--- src/rtl/reg_chain_pkg.sv ---
// Shared encodings for the serial-load configuration register initiator.
// Imported by reg_chain_master and reg_chain_shifter.
package reg_chain_pkg;

    localparam int unsigned SHIFT_LEN = 32;

    localparam logic [1:0] OP_WR    = 2'b00;
    localparam logic [1:0] OP_RD    = 2'b01;
    localparam logic [1:0] OP_PULSE = 2'b10;
    localparam logic [1:0] OP_RSVD  = 2'b11;

    typedef enum logic [2:0] {
        StIdle,
        StLatchO,
        StShift,
        StLatchI,
        StPulse,
        StDone
    } state_e;

endpackage

--- src/rtl/reg_chain_shifter.sv ---
// Serialiser/deserialiser: parallel load, MSB-first serial out and serial capture.
// The load drops the MSB because the caller puts it on the registered line directly.
module reg_chain_shifter
    import reg_chain_pkg::*;
#(
    parameter int unsigned WIDTH = SHIFT_LEN
) (
    input  logic             clk_i,
    input  logic             rst_i,
    input  logic             load_i,
    input  logic [WIDTH-1:0] data_i,
    input  logic             shift_i,
    input  logic             ser_i,
    output logic             ser_o,
    output logic [WIDTH-1:0] cap_o
);

    logic [WIDTH-1:0] sh_q;
    logic [WIDTH-1:0] sh_d;

    always_comb begin
        sh_d = sh_q;
        if (load_i) begin
            sh_d = {data_i[WIDTH-2:0], 1'b0};
        end else if (shift_i) begin
            sh_d = {sh_q[WIDTH-2:0], ser_i};
        end
    end

    always_ff @(posedge clk_i) begin
        if (rst_i) begin
            sh_q <= '0;
        end else begin
            sh_q <= sh_d;
        end
    end

    assign ser_o = sh_q[WIDTH-1];
    // Value the shifter will hold once the current serial bit is captured.
    assign cap_o = {sh_q[WIDTH-2:0], ser_i};

endmodule

--- src/rtl/reg_chain_master.sv ---
// Host-side initiator for the triplicated serial-load register bank: sequences
// shift/latch/pulse strobes and reassembles read data from the shared shift-out line.
module reg_chain_master
    import reg_chain_pkg::*;
#(
    parameter int unsigned NREGS = 8,
    parameter int unsigned AW    = 3,
    parameter int unsigned WIDTH = SHIFT_LEN
) (
    input  logic             bclk,
    input  logic             rst,
    input  logic             req_valid,
    output logic             req_ready,
    input  logic [1:0]       req_op,
    input  logic [AW-1:0]    req_addr,
    input  logic [WIDTH-1:0] req_wdata,
    output logic             done,
    output logic             done_err,
    output logic [WIDTH-1:0] rd_data,
    output logic [NREGS-1:0] clk_en,
    output logic [NREGS-1:0] shift_en,
    output logic             reg_shift_in,
    input  logic             reg_shift_out,
    output logic             latch_in,
    output logic             latch_out,
    output logic [NREGS-1:0] pulse_rst,
    input  logic             ser_in,
    input  logic             clear_err,
    output logic             ser_err
);

    localparam logic [5:0] CntLast = 6'(SHIFT_LEN - 1);

    state_e         state_q, state_d;
    logic [5:0]     cnt_q, cnt_d;
    logic [1:0]     op_q, op_d;
    logic [AW-1:0]  addr_q, addr_d;
    logic           err_q, err_d;

    logic             req_ready_q, req_ready_d;
    logic             done_q, done_d;
    logic             done_err_q, done_err_d;
    logic [WIDTH-1:0] rd_data_q, rd_data_d;
    logic [NREGS-1:0] clk_en_q, clk_en_d;
    logic [NREGS-1:0] shift_en_q, shift_en_d;
    logic [NREGS-1:0] pulse_rst_q, pulse_rst_d;
    logic             rsi_q, rsi_d;
    logic             latch_in_q, latch_in_d;
    logic             latch_out_q, latch_out_d;
    logic             ser_err_q, ser_err_d;

    logic             accept;
    logic             req_bad;
    logic [NREGS-1:0] sel_d;
    logic             shf_load;
    logic             shf_shift;
    logic             shf_ser;
    logic [WIDTH-1:0] shf_cap;

    assign accept  = req_valid & req_ready_q;
    assign req_bad = (32'(req_addr) >= NREGS) || (req_op == OP_RSVD);

    reg_chain_shifter #(
        .WIDTH (WIDTH)
    ) u_shifter (
        .clk_i   (bclk),
        .rst_i   (rst),
        .load_i  (shf_load),
        .data_i  (req_wdata),
        .shift_i (shf_shift),
        .ser_i   (reg_shift_out),
        .ser_o   (shf_ser),
        .cap_o   (shf_cap)
    );

    always_comb begin
        state_d   = state_q;
        cnt_d     = cnt_q;
        op_d      = op_q;
        addr_d    = addr_q;
        err_d     = err_q;
        shf_load  = 1'b0;
        shf_shift = 1'b0;
        unique case (state_q)
            StIdle: begin
                if (accept) begin
                    op_d   = req_op;
                    addr_d = req_addr;
                    cnt_d  = '0;
                    err_d  = req_bad;
                    if (req_bad) begin
                        state_d = StDone;
                    end else begin
                        unique case (req_op)
                            OP_WR: begin
                                state_d  = StShift;
                                shf_load = 1'b1;
                            end
                            OP_RD:    state_d = StLatchO;
                            OP_PULSE: state_d = StPulse;
                            default:  state_d = StDone;
                        endcase
                    end
                end
            end
            StLatchO: state_d = StShift;
            StShift: begin
                shf_shift = 1'b1;
                if (cnt_q == CntLast) begin
                    state_d = (op_q == OP_WR) ? StLatchI : StDone;
                end else begin
                    cnt_d = cnt_q + 6'd1;
                end
            end
            StLatchI: state_d = StDone;
            StPulse:  state_d = StDone;
            StDone:   state_d = StIdle;
            default:  state_d = StIdle;
        endcase
    end

    // Outputs are decoded from the next state so every port comes straight off a flop.
    always_comb begin
        sel_d       = NREGS'(1) << addr_d;
        req_ready_d = (state_d == StIdle);
        clk_en_d    = '0;
        shift_en_d  = '0;
        pulse_rst_d = '0;
        latch_in_d  = (state_d == StLatchI);
        latch_out_d = (state_d == StLatchO);
        done_d      = (state_d == StDone);
        done_err_d  = (state_d == StDone) && err_d;
        rsi_d       = 1'b0;
        rd_data_d   = rd_data_q;
        ser_err_d   = ser_in ? 1'b1 : (clear_err ? 1'b0 : ser_err_q);

        if (state_d == StLatchO || state_d == StShift || state_d == StLatchI) begin
            clk_en_d = sel_d;
        end
        if (state_d == StShift) begin
            shift_en_d = sel_d;
            if (op_d == OP_WR) begin
                rsi_d = (state_q == StIdle) ? req_wdata[WIDTH-1] : shf_ser;
            end
        end
        if (state_d == StPulse) begin
            pulse_rst_d = sel_d;
        end
        if (state_q == StShift && op_q == OP_RD) begin
            rd_data_d = shf_cap;
        end
    end

    always_ff @(posedge bclk) begin
        if (rst) begin
            state_q     <= StIdle;
            cnt_q       <= '0;
            op_q        <= OP_WR;
            addr_q      <= '0;
            err_q       <= 1'b0;
            req_ready_q <= 1'b0;
            done_q      <= 1'b0;
            done_err_q  <= 1'b0;
            rd_data_q   <= '0;
            clk_en_q    <= '0;
            shift_en_q  <= '0;
            pulse_rst_q <= '0;
            rsi_q       <= 1'b0;
            latch_in_q  <= 1'b0;
            latch_out_q <= 1'b0;
            ser_err_q   <= 1'b0;
        end else begin
            state_q     <= state_d;
            cnt_q       <= cnt_d;
            op_q        <= op_d;
            addr_q      <= addr_d;
            err_q       <= err_d;
            req_ready_q <= req_ready_d;
            done_q      <= done_d;
            done_err_q  <= done_err_d;
            rd_data_q   <= rd_data_d;
            clk_en_q    <= clk_en_d;
            shift_en_q  <= shift_en_d;
            pulse_rst_q <= pulse_rst_d;
            rsi_q       <= rsi_d;
            latch_in_q  <= latch_in_d;
            latch_out_q <= latch_out_d;
            ser_err_q   <= ser_err_d;
        end
    end

    assign req_ready    = req_ready_q;
    assign done         = done_q;
    assign done_err     = done_err_q;
    assign rd_data      = rd_data_q;
    assign clk_en       = clk_en_q;
    assign shift_en     = shift_en_q;
    assign pulse_rst    = pulse_rst_q;
    assign reg_shift_in = rsi_q;
    assign latch_in     = latch_in_q;
    assign latch_out    = latch_out_q;
    assign ser_err      = ser_err_q;

endmodule

--- config.mk ---
export PLATFORM = sky130hd
export DESIGN_NAME = reg_chain_master
export DESIGN_NICKNAME = d
export VERILOG_FILES = /design/src/rtl/reg_chain_pkg.sv /design/src/rtl/reg_chain_shifter.sv /design/src/rtl/reg_chain_master.sv
export SDC_FILE = /design/constraint.sdc
export NUM_CORES = 1
export LEC_CHECK = 0
export ABC_AREA = 1
export ABC_CLOCK_PERIOD_IN_PS = 1350
export CAP_MARGIN = 20
export CORE_MARGIN = 2
export CORE_UTILIZATION = 30
export DETAILED_ROUTE_END_ITERATION = 8
export PLACE_DENSITY = 0.61
export SLEW_MARGIN = 20
export SYNTH_ARGS = -nofsm -noshare
export SYNTH_HDL_FRONTEND = slang
export SYNTH_SLANG_ARGS = --single-unit
--- constraint.sdc ---
create_clock -name bclk -period 1.35 [get_ports bclk]
set_input_delay 0.2025 -clock bclk [delete_from_list [all_inputs] [get_ports bclk]]
set_output_delay 0.2025 -clock bclk [all_outputs]
set_load 0.01 [all_outputs]
-- After elaboration in Yosys (flattened, before gate mapping)
Cells that the tools add are included.
- add/subtract/negate cells: 1
- equal/unequal tests: 16
- shift operators: 1
- mux-type cells: 25
- bitwise operators: 5
- reduce and logical (&&, ||, !) cells: 19
- operators by type and width (kind ; count):
    $mux W32 ; 2
    $mux W3 ; 6
    $eq A3 B2 Y1 const B ; 4
    $mux W6 ; 2
    $pmux W3 S4 ; 1
    $pmux W6 S2 ; 1
    $mux W1 ; 10
    $reduce_or A2 Y1 ; 5
    $eq A3 B3 Y1 const B ; 3
    $pmux W3 S3 ; 1
    $shl A1 B3 Y8 const A ; 1
    $add A6 B1 Y6 const B ; 1
    $eq A3 B1 Y1 const B ; 2
    $eq A6 B5 Y1 const B ; 1
    $logic_not A2 Y1 ; 3
    $logic_not A3 Y1 ; 2
    $reduce_bool A2 Y1 ; 3
    $eq A2 B1 Y1 const B ; 2
    $eq A2 B2 Y1 const B ; 2
    $mux W2 ; 2
    $ne A2 B2 Y1 const B ; 2
    $not A1 Y1 ; 4
    $reduce_and A3 Y1 ; 1
    $reduce_or A3 Y1 ; 1
    other kinds (3) ; 5
- flip-flop bits (word level): 110
- input port bits: 43
- output and inout bits: 63
- word-level logic and storage cells: 85

-- Longest topological paths before layout
- depth after elaboration: 10
- mapped depth: 9
- mapped depth without buffers: 9

-- By module
A second synthesis with hierarchy kept.
- cells, all modules: 598
- area total of the unflattened synthesis: 4460.5 um^2
- modules (own cells, without submodules) (module ; instances ; cells each ; area an instance (um^2) ; sequential area each (um^2)):
    reg_chain_master ; 1 ; 354 ; 2815.2 ; 1561.5
    reg_chain_shifter ; 1 ; 244 ; 1645.3 ; 640.6

-- Worst setup path after synthesis
OpenSTA, ideal clock, no wires.
- path type: reg-to-reg
- start point: register state_q[1]
- end point: register rd_data_q[24] (netlist: rd_data[24])
- library setup time: 0.116 ns
- data arrival time: 1.313 ns
- data required time: 1.234 ns
- setup slack: -0.079 ns
- cell stages (with the launch flop): 9
- path buffers: 1
- period minus slack after synthesis: 1.429 ns
- path through: dfxtp_1 inv_2 nor2_2 nand2_1 nor3_4 inv_2 clkbuf_1 o21ai_0 nor2_1
- longest elaborated chain between the ends: 2
- ends and longest elaborated chain (item ; line ; RTL):
    from (decl) ; reg_chain_master.sv:34 ; state_e state_q, state_d;
    from (signal assigned) ; reg_chain_master.sv:156 ; state_q <= StIdle;
    from (signal assigned) ; reg_chain_master.sv:173 ; state_q <= state_d;
    $eq A3 B2 Y1 ; reg_chain_master.sv:149 ; if (state_q == StShift && op_q == OP_RD) begin
    $logic_and A1 B1 Y1 ; reg_chain_master.sv:149 ;
    to (signal assigned) ; reg_chain_master.sv:181 ; rd_data_q <= rd_data_d;
    to (decl) ; reg_chain_master.sv:43 ; logic [WIDTH-1:0] rd_data_q, rd_data_d;
No other way between the ends.
A chain may end at the register's enable or synchronous reset.

-- Worst setup path after layout
- start point: register state_q[1]
- end point: register pulse_rst_q[2] (netlist: pulse_rst[2])
- longest elaborated chain between the ends: 6
- elaborated cells between the ends (all ways): 14
- those cells by class: eq/ne: 5; shift: 1; mux: 4; bitwise: 1; reduce/logical: 3
- ends and longest elaborated chain (item ; line ; RTL):
    $eq A3 B3 Y1 or $eq A3 B2 Y1 (tied branches) ; reg_chain_master.sv:84 ; unique case (state_q)
    $reduce_or A2 Y1 (no source line) ; - ;
    $pmux W3 S4 ; reg_chain_master.sv:84 ;
    $eq A3 B3 Y1 ; reg_chain_master.sv:146 ; if (state_d == StPulse) begin
    $not A1 Y1 (no source line) ; - ;
    $reduce_or A2 Y1 (no source line) ; - ;
    to (signal assigned) ; reg_chain_master.sv:184 ; pulse_rst_q <= pulse_rst_d;
    to (decl) ; reg_chain_master.sv:46 ; logic [NREGS-1:0] pulse_rst_q, pulse_rst_d;
Parallel ways exist; a longest one is shown, timed or not.

==> impl_metrics.py <==
metrics = {
    "place": {
        "portBuffers": 105,
        "gp_congestion": 0.881,
        "pre_cts_slack_ns": -0.397,
        "post_dp_cell_area_um2": 5630,
        "dp_hpwl_um": 7550,
        "dpl.cell_count": 823,
    },
    "setup_path": {
        "required_ns": 1.64,
        "crit_arrival_ns": 1.92,
        "critical_path.max_fanout": 8,
        "path_buf_inv": 4,
        "crit_path_end_kind": "flip-flop",
        "worst_path_largest_cell_delay_ns": 0.40,
        "critPathLaunchType": "flip-flop",
        "critPathTopFamily": "simple AND/OR/NAND/NOR gates",
        "worstPathCellList": "inv_6 > nor2_4 > buf_6 > buf_4 > nand4_1 > buf_4 > nand3_4 > nand3_4 > nor2_2",
        "cpMaxStageDelayCell": "dfxtp_4",
        "crit_type": "flip-flop to flip-flop",
    },
    "clock_network": {
        "clk_latency_ns": 0.36,
        "h-tree-depth": 3,
        "cts_tree": "built",
        "root_buffer": "clkbuf_16",
        "numCtsBuffers": 9,
        "cts_sinks": 110,
        "path_clk_slew_ns": 0.08,
        "cts.path.max_buffers": 2,
    },
    "detailed_routing": {
        "dr.pass1.iters": 4,
        "vias": 4372,
        "drc": 0,
        "drt-total-wl_um": 14500,
        "antenna_left": 0,
        "viasPerCell": 4.87,
        "wl_per_cell_um": 16.2,
        "drt_iter0_drc": 243,
    },
    "grt": {
        "grt-ovfl-total": 0,
        "grt_util_all_layers_pct": 18.8,
        "grt_pass1_vias": 4286,
        "grt_max_degree": 45,
        "antenna_found_initial": 0,
        "grt_pass1_wl_um": 21600,
    },
    "logic_synthesis": {
        "synth.distinct_cells": 31,
        "synthXorXnorAreaFrac_pct": 0,
        "ys.warnings.count": 0,
        "syn_nets": 576,
        "synth_area_leaders": "dfxtp_1, nand2_1, nor2_1, a31oi_1, o21ai_0",
        "yosys-mux-area-fraction_pct": 0,
        "yosys.area_share.simple_pct": 30.9,
        "ys_seq_area_share_pct": 53.3,
        "synthAdderAreaFrac_pct": 0.303,
        "syn_inst": 532,
        "synth_seq_cells": 110,
        "synth_area_um2": 4130,
        "synth_compound_area_share_pct": 10.4,
        "synth_top_area_share_pct": 53.3,
        "yosysTopAreaCell": "dfxtp_1",
        "synth_top_family_by_area": "simple AND/OR/NAND/NOR gates",
        "syn_avg_cell_area_um2": 7.76,
    },
    "cells_and_area": {
        "n_antenna_cell": 0,
        "multi_input_area_um2": 2430,
        "fillerInstances": 1194,
        "fin_cells": 898,
        "nNetsFinal": 761,
        "ff_latch_area_um2": 2220,
        "final_area_um2": 7380,
        "area_growth_pct": 78.9,
        "drive_above_1_share_pct": 38.1,
    },
    "floorplanning": {
        "design.core.area_um2": 13300,
        "die_w_um": 121,
        "die_h_um": 121,
        "rows": 42,
        "start_util_pct": 30.9,
        "dieArea_um2": 14700,
        "ios": 106,
    },
    "sta": {
        "hold_slack_ns": 0.421,
        "clock_skew_ns": 0.0132,
        "setup_violations": 100,
        "max_slew_margin_pct": 64.1,
        "worst_slew_pin_slew_ns": 0.538,
        "rsz0062_at_grt": "yes",
        "finalWorstSetupSlack_ns": -0.286,
        "finalHoldViolCount": 0,
        "min_period_ns": 1.64,
        "finalCritPeriodShare_pct": 121,
        "finalMaxSlewViolations": 0,
        "fmax_mhz": 611,
    },
    "power_and_ir_drop": {
        "powerDensity_nw_per_um2": 1210,
        "p_leak_nw": 3.08,
        "irDropWorstVdd_mv": 1.12,
    },
    "outcome": {
        "status": "finished, violations left",
        "violations": "setup timing",
    },
    "job": {
        "drv_cap": 0,
    },
    "hold_path": {
        "hold_class": "primary input to flip-flop",
    },
}
## layout by cell type, fill, tap and decap left out, drive strengths merged, types with 24 or more instances in the layout
| master | Yosys | final |
|---|---|---|
| nor2 | 107 | 107 |
| dfxtp | 110 | 110 |
| clkdlybuf4s50 | 0 | 41 |
| buf | 9 | 89 |
| inv | 27 | 30 |
| dlygate4sd2 | 0 | 63 |
| a31oi | 31 | 31 |
| nand3 | 23 | 24 |
| nand2 | 138 | 138 |
| o21ai | 38 | 38 |
## final timing paths
kind                             end  slack [ns]  cells past startpoint           from
setup / recovery        pulse_rst[2]       -0.29                      9     state_q[1]
hold / removal    u_shifter.sh_q[22]        0.42                      3  req_wdata[21]
setup reg to reg        pulse_rst[2]       -0.29                      9     state_q[1]
hold reg to reg          rd_data[16]        0.47                      2    rd_data[16]
## worst register-to-register path, delay by kind of cell (launching register included)
| kind | cells | cell delay, ns |
|---|---|---|
| buffers and inverters | 4 | 0.48 |
| DFF | 1 | 0.40 |
| and+or+nand+nor | 5 | 0.70 |
## synthesized netlist by cell type (all sizes together)
| cell type | instances |
|---|---|
| nand2 | 138 |
| dfxtp | 110 |
| nor2 | 107 |
| o21ai | 38 |
| a31oi | 31 |
| inv | 27 |
| nand3 | 23 |
| clkbuf | 15 |
| nor3 | 14 |
| buf | 9 |
| a21oi | 7 |
| nand4 | 7 |
| a211oi | 1 |
| and2 | 1 |
| clkinv | 1 |
| ha | 1 |
| nand3b | 1 |
| or2 | 1 |
## kinds of logic (layout without fill, tap and decap cells)
group	count (synthesis)	after routing
AOI/OAI and AO/OA	77	77
and+or+nand+nor	292	294
DFF	110	110
adders and majority gates	1	1
buffers and inverters	52	240
## report_power, final
group	switching (W)	internal (W)
Clock	0.00121	0.00150
Sequential	0.000118	0.00339
Combinational	0.00142	0.00132
## stage by stage
step / power, W / TNS (ns) / util [%]
floorplan: 0.00435 / 0 / -
global placement: 0.00500 / -25.72 / 42.2
detailed placement: 0.00502 / -27.68 / 42.2
CTS: 0.00856 / -7.49 / 51.6
global route: 0.00925 / -20.01 / 55.3
finish: 0.00895 / -12.75 / 55.3
## layout make-up
| type | instances | share of cell area [%] |
|---|---|---|
| inverters | 28 | 1.95 |
| multi-input cells | 372 | 32.9 |
| well taps | 176 | 2.98 |
| repair buffers | 195 | 27.9 |
| clock inverters | 4 | 0.729 |
| flip-flops and latches | 110 | 30.0 |
| clock buffers | 12 | 3.34 |
| repair inverters | 1 | 0.220 |
## flip-flops by register name, indices dropped and copies added (netlist names), 2 cells and up
signal and flops:
shift_en 8, pulse_rst 8, cnt_q 6, rd_data 32, op_q 2, clk_en 8, u_shifter.sh_q 32, state_q 3
addr_q 3
## routing by layer
metal	share of wire, %	global-route usage, %	vias up
li1	-	-	2097
met1	41	22.5	2086
met2	51	32.0	166
met3	6.5	5.55	23
met4	2.0	6.39	0
met5	0	0	-
## timing repair
item	CTS	global route
hold endpoints to repair	0	0
hold buffers	0	0
setup buffers	35	16
cloned	12	2
resized for setup	214	126
endpoints found under the setup margin	169	108
pin swaps	39	44
Note: power is estimated with default switching activity, not from simulation.
